`config.mk`:
```
export PLATFORM = sky130hd
export DESIGN_NAME = regfile_dumper_flat
export DESIGN_NICKNAME = d
export VERILOG_FILES = /design/src/rtl/regfile_pkg.sv /design/src/rtl/regfile_dumper_if.sv /design/src/rtl/regfile_dump_ctrl.sv /design/src/rtl/regfile_dumper.sv /design/src/flat_wrapper.sv
export SDC_FILE = /design/constraint.sdc
export NUM_CORES = 1
export LEC_CHECK = 0
export CORE_MARGIN = 3
export CORE_UTILIZATION = 44
export DETAILED_ROUTE_END_ITERATION = 16
export PLACE_DENSITY = 0.84
export SLEW_MARGIN = 20
export SYNTH_ARGS = -nofsm -noshare
export SYNTH_HDL_FRONTEND = slang
export SYNTH_HIERARCHICAL = 1
export SYNTH_SLANG_ARGS = --single-unit
```
`constraint.sdc`:
```
create_clock -name clock -period 4.9 [get_ports clock]
set_input_delay 0.49 -clock clock [delete_from_list [all_inputs] [get_ports clock]]
set_output_delay 0.49 -clock clock [all_outputs]
set_load 0.05 [all_outputs]
```
`src/rtl/regfile_pkg.sv`:
```
// Shared types and defaults for the register-file dump engine.
package regfile_pkg;

  localparam int unsigned AW_DEF = 5;
  localparam int unsigned DW_DEF = 32;

  typedef enum logic [1:0] {
    IDLE  = 2'd0,
    FETCH = 2'd1,
    SEND  = 2'd2,
    FIN   = 2'd3
  } dump_state_t;

  typedef logic [AW_DEF-1:0] reg_addr_t;
  typedef logic [DW_DEF-1:0] reg_data_t;

endpackage

```
`src/rtl/regfile_dumper_if.sv`:
```
// Valid/ready beat stream carrying {address, data} pairs out of the dumper.
interface regfile_dumper_if
  import regfile_pkg::*;
#(
  parameter int unsigned AW = AW_DEF,
  parameter int unsigned DW = DW_DEF
);

  logic          out_valid;
  logic          out_ready;
  logic [AW-1:0] out_addr;
  logic [DW-1:0] out_data;

  modport master (
    output out_valid,
    output out_addr,
    output out_data,
    input  out_ready
  );

  modport slave (
    input  out_valid,
    input  out_addr,
    input  out_data,
    output out_ready
  );

endinterface

```
`src/rtl/regfile_dump_ctrl.sv`:
```
// Dump sequencer: IDLE/FETCH/SEND/FIN state machine and register index counter.
module regfile_dump_ctrl
  import regfile_pkg::*;
#(
  parameter int unsigned AW        = AW_DEF,
  parameter int unsigned FIRST_REG = 0,
  parameter int unsigned LAST_REG  = 31
) (
  input  logic          clock,
  input  logic          reset_n,
  input  logic          start,
  input  logic          out_ready,
  output logic [AW-1:0] ra,
  output logic          load,
  output logic          accept,
  output logic          busy,
  output logic          done
);

  localparam logic [AW-1:0] FirstIdx = AW'(FIRST_REG);
  localparam logic [AW-1:0] LastIdx  = AW'(LAST_REG);

  dump_state_t   state_q;
  logic [AW-1:0] idx_q;

  // State and index advance; idx stops at LAST_REG so it never wraps.
  always_ff @(posedge clock) begin
    if (!reset_n) begin
      state_q <= IDLE;
      idx_q   <= FirstIdx;
    end else begin
      case (state_q)
        IDLE: begin
          if (start) begin
            state_q <= FETCH;
            idx_q   <= FirstIdx;
          end
        end
        FETCH: state_q <= SEND;
        SEND: begin
          if (out_ready) begin
            if (idx_q == LastIdx) begin
              state_q <= FIN;
            end else begin
              idx_q   <= idx_q + 1'b1;
              state_q <= FETCH;
            end
          end
        end
        FIN: begin
          state_q <= IDLE;
          idx_q   <= FirstIdx;
        end
        default: state_q <= IDLE;
      endcase
    end
  end

  assign ra     = idx_q;
  assign load   = (state_q == FETCH);
  assign accept = (state_q == SEND) && out_ready;
  assign busy   = (state_q != IDLE);
  assign done   = (state_q == FIN);

endmodule

```
`src/rtl/regfile_dumper.sv`:
```
// Register-file dump engine: walks FIRST_REG..LAST_REG through one async read
// port and streams {addr, data} beats on a valid/ready interface.
// Optional running checksum enabled by defining REGFILE_DUMP_CHECKSUM_EN.
module regfile_dumper
  import regfile_pkg::*;
#(
  parameter int unsigned AW        = AW_DEF,
  parameter int unsigned DW        = DW_DEF,
  parameter int unsigned FIRST_REG = 0,
  parameter int unsigned LAST_REG  = 31
) (
  input  logic             clock,
  input  logic             reset_n,
  input  logic             start,
  output logic             busy,
  output logic             done,
  output logic [AW-1:0]    ra,
  input  logic [DW-1:0]    rd,
  regfile_dumper_if.master dump
`ifdef REGFILE_DUMP_CHECKSUM_EN
  ,
  output logic [DW-1:0]    csum,
  output logic             csum_valid
`endif
);

  logic          load;
  logic          accept;
  logic          out_valid_q;
  logic [AW-1:0] out_addr_q;
  logic [DW-1:0] out_data_q;

  regfile_dump_ctrl #(
    .AW        (AW),
    .FIRST_REG (FIRST_REG),
    .LAST_REG  (LAST_REG)
  ) u_ctrl (
    .clock     (clock),
    .reset_n   (reset_n),
    .start     (start),
    .out_ready (dump.out_ready),
    .ra        (ra),
    .load      (load),
    .accept    (accept),
    .busy      (busy),
    .done      (done)
  );

  // Output holding register: captured in FETCH, held until the handshake.
  always_ff @(posedge clock) begin
    if (!reset_n) begin
      out_valid_q <= 1'b0;
      out_addr_q  <= '0;
      out_data_q  <= '0;
    end else if (load) begin
      out_valid_q <= 1'b1;
      out_addr_q  <= ra;
      out_data_q  <= rd;
    end else if (accept) begin
      out_valid_q <= 1'b0;
    end
  end

  assign dump.out_valid = out_valid_q;
  assign dump.out_addr  = out_addr_q;
  assign dump.out_data  = out_data_q;

`ifdef REGFILE_DUMP_CHECKSUM_EN
  logic [DW-1:0] csum_q;
  logic          csum_valid_q;
  logic          last_accept;

  assign last_accept = accept && (ra == AW'(LAST_REG));

  // Rotate-xor accumulator; valid is raised on the last beat so it covers FIN.
  always_ff @(posedge clock) begin
    if (!reset_n) begin
      csum_q       <= '0;
      csum_valid_q <= 1'b0;
    end else if (start && !busy) begin
      csum_q       <= '0;
      csum_valid_q <= 1'b0;
    end else if (accept) begin
      csum_q <= {csum_q[DW-2:0], csum_q[DW-1]} ^ out_data_q;
      if (last_accept) begin
        csum_valid_q <= 1'b1;
      end
    end
  end

  assign csum       = csum_q;
  assign csum_valid = csum_valid_q;
`endif

endmodule

```
`src/flat_wrapper.sv`:
```
// flat-port wrapper written by rule: the top's interface ports become plain ports
module regfile_dumper_flat import regfile_pkg::*;
#(
  parameter int unsigned AW        = AW_DEF,
  parameter int unsigned DW        = DW_DEF,
  parameter int unsigned FIRST_REG = 0,
  parameter int unsigned LAST_REG  = 31
)
  (clock, reset_n, start, busy, done, ra, rd, dump_out_valid, dump_out_addr, dump_out_data, dump_out_ready);
  regfile_dumper_if #(.AW(AW), .DW(DW)) dump_i ();
  input  logic clock;
  input  logic reset_n;
  input  logic start;
  output logic busy;
  output logic done;
  output logic [AW-1:0] ra;
  input  logic [DW-1:0] rd;
  output wire logic [$bits(dump_i.out_valid)-1:0] dump_out_valid;
  output wire logic [$bits(dump_i.out_addr)-1:0] dump_out_addr;
  output wire logic [$bits(dump_i.out_data)-1:0] dump_out_data;
  input wire logic [$bits(dump_i.out_ready)-1:0] dump_out_ready;
  assign dump_out_valid = dump_i.out_valid;
  assign dump_out_addr = dump_i.out_addr;
  assign dump_out_data = dump_i.out_data;
  assign dump_i.out_ready = dump_out_ready;
  regfile_dumper #(.AW(AW), .DW(DW), .FIRST_REG(FIRST_REG), .LAST_REG(LAST_REG)) u_core (.clock(clock), .reset_n(reset_n), .start(start), .busy(busy), .done(done), .ra(ra), .rd(rd), .dump(dump_i));
endmodule
```
==> flow_summary.json <==
{
  "outcome": "finished clean",
  "numCtsBuffers": 5,
  "antenna_found_initial": 0,
  "avgSynthCellArea_um2": 11.1,
  "cp_top_family": "buffers and inverters",
  "fin_crit_sh_pct": 44.6,
  "critPathMaxFanout": 7,
  "synth_common_cells": "45 x dfxtp_1, 42 x nor2b_1, 40 x mux2i_1, 5 x a21oi_1, 4 x and2_1",
  "power_frac_seq_pct": 49.5,
  "die_h_um": 70.4,
  "cts_resized": 0,
  "cts_hold_buf": 0,
  "firstDrtPassIters": 4,
  "power.density_nw_per_um2": 293,
  "arrival_ns": 1.69,
  "worstSetupStartpointType": "flip-flop",
  "final_hold_viol_count": 0,
  "synth_edf_count": 0,
  "slew_headroom_pct": 49.8,
  "first_global_vias": 1368,
  "required_ns": 4.41,
  "worst_pin_slew_ns": 0.753,
  "crit_chain": "or2_2 -> clkdlybuf4s50_1",
  "finalClockSkew_ns": 0.00480,
  "final_nets": 281,
  "design.portCount": 81,
  "avgRoutedWirePerCell_um": 13.4,
  "dieArea_um2": 4950,
  "fillCellCount": 310,
  "grt_pass1_wl_mm": 6.57,
  "cp_slowest_stage_delay_ns": 0.80,
  "p_leak_nw": 0.965,
  "synth.most_common_cell": "dfxtp_1",
  "synth_cell_types": 23,
  "area_growth_syn_to_layout_pct": 48.2,
  "cts_num_sinks": 45,
  "crit_type": "reg -> out",
  "row_count": 22,
  "synth.area.top_cells": "dfxtp_1 49%, mux2i_1 22%, nor2b_1 14%",
  "netlist.area_leader.share_pct": 49.4,
  "clock_latency_ns": 0.28,
  "yosys.area.top_type": "dfxtp_1",
  "synth.yosys.seq_area_share_pct": 49.4,
  "diodes": 0,
  "cap_violations": 0,
  "grt_overflow": 0,
  "synthesis.nets": 202,
  "rsz0062_at_grt": "no",
  "fmax_mhz": 458,
  "dp_hpwl_mm": 2.76,
  "viasPerCell": 4.64,
  "routed_wl_mm": 3.89,
  "p_comb_share_pct": 22.5,
  "track_usage_pct": 16.7,
  "cp-end-kind": "output pin",
  "cts_tree": "done",
  "io_buffers": 80,
  "maxSlewViolCount": 0,
  "start_util_pct": 47.7,
  "cts_buffer_depth": 2,
  "clk_pin_slew_ns": 0.08,
  "dp_slack_ns": 3.03,
  "syn_area_um2": 1820,
  "vias": 1351,
  "p_sw_mw": 0.217,
  "ctsHtreeMaxLevel": 2,
  "yosys_warnings": 6,
  "switching_share_pct": 27.4,
  "post_cts.repair.setup_buffers": 0,
  "coreArea_um2": 3830,
  "intPower_mw": 0.575,
  "ys_ff_latch": 45,
  "cp_slowest_cell": "clkdlybuf4s50_1",
  "ys_async_sr_fraction_pct": 0,
  "setup_viol": 0,
  "gp_congestion": 0.764,
  "cp_num_buf_inv": 1,
  "layout-drive-gt1-share_pct": 4.53,
  "drtIter0Drc": 112,
  "ant_nets": 0,
  "drc": 0,
  "synth_ff_type": "dfxtp_1",
  "setup_ws_ns": 2.72,
  "fin_crit_ns": 2.18,
  "irDropWorstVdd_mv": 0.220,
  "die_w_um": 70.4,
  "pwr-share-clk_pct": 28.1,
  "cts_root_buffer": "clkbuf_8",
  "syn_inst": 164,
  "tns_ns": 0,
  "fin_util_pct": 70.7,
  "grt_max_degree": 46,
  "hold_path.class": "reg -> reg"
}
-- power by group through the flow --
stage	Clock, mW	Combinational (mW)	Sequential (mW)
global placement	0	0.179	0.399
CTS	0.230	0.180	0.392
floorplan	0	0.0627	0.452
detailed placement	0	0.180	0.400
global route	0.247	0.188	0.394
finish	0.222	0.178	0.391
-- layout make-up --
| class | count | area (um^2) | area share [%] |
|---|---|---|---|
| Timing Repair Buffer | 80 | 796 | 29.4 |
| Tap cell | 48 | 60.1 | 2.22 |
| Sequential cell | 45 | 901 | 33.3 |
| Multi-Input combinational cell | 111 | 861 | 31.8 |
| Clock buffer | 7 | 86.3 | 3.19 |
-- layout by cell type, fill, tap and decap left out, drive strengths merged --
cell           instances
clkdlybuf4s50         79
dfxtp                 45
nor2b                 42
mux2i                 40
clkbuf                 7
a21oi                  5
and2                   4
and2b                  3
nor3b                  2
nand2b                 2
nor3                   2
o21ai                  2
nor2                   2
ha                     2
buf                    1
o21a                   1
and3                   1
or2                    1
o2bb2ai                1
nand3                  1
-- tightest hold or removal path, stage by stage (launching register included) --
cell     delay (ns)
dfxtp_1        0.33
mux2i_1        0.06
nor2b_1        0.09
-- final timing paths --
| check | from | to | slack [ns] | cells after the start |
|---|---|---|---|---|
| worst max-delay path | u_core/u_ctrl/state_q[1] | busy | 2.72 | 2 |
| worst min-delay path | u_core/dump.out_data[22] | u_core/dump.out_data[22] | 0.52 | 2 |
| worst max register to register | u_core/u_ctrl/ra[0] | u_core/u_ctrl/ra[1] | 3.15 | 7 |
| worst min register to register | u_core/dump.out_data[22] | u_core/dump.out_data[22] | 0.52 | 2 |
-- metal layers --
metal / vias up / global-route usage [%] / routed length, um
met5: - / 0 / 0
li1: 700 / - / -
met2: 44 / 25.4 / 1910
met3: 2 / 6.76 / 242
met4: 0 / 5.11 / 34
met1: 605 / 21.5 / 1710
-- through the flow --
stage                     area (um^2)  power (mW)  std cells  hold WS, ns
after floorplan                  1820       0.515        164        0.462
after global placement           2620       0.578        284        0.480
after detailed placement         2620       0.579        284        0.504
after CTS                        2700       0.802        291        0.522
after global routing             2700       0.829        291        0.543
final                            2700       0.791        291        0.518
-- logic make-up (layout without fill, tap and decap cells) --
| kind of cell | Yosys count | after routing | synth area share, % |
|---|---|---|---|
| simple gates | 60 | 60 | 20.6 |
| flops | 45 | 45 | 49.4 |
| mux | 40 | 40 | 21.9 |
| compound gates | 9 | 9 | 3.15 |
| buf+inv | 8 | 87 | 3.57 |
| fa+ha+maj | 2 | 2 | 1.37 |
-- registers in the layout, summed over array words and instances, names as in the netlist --
signal / count
u_core/dump.out_valid: 1
u_core/u_ctrl/state_q: 2
u_core/u_ctrl/ra: 5
u_core/dump.out_data: 32
u_core/dump.out_addr: 5
No activity file was read; power rests on OpenSTA's default activity.
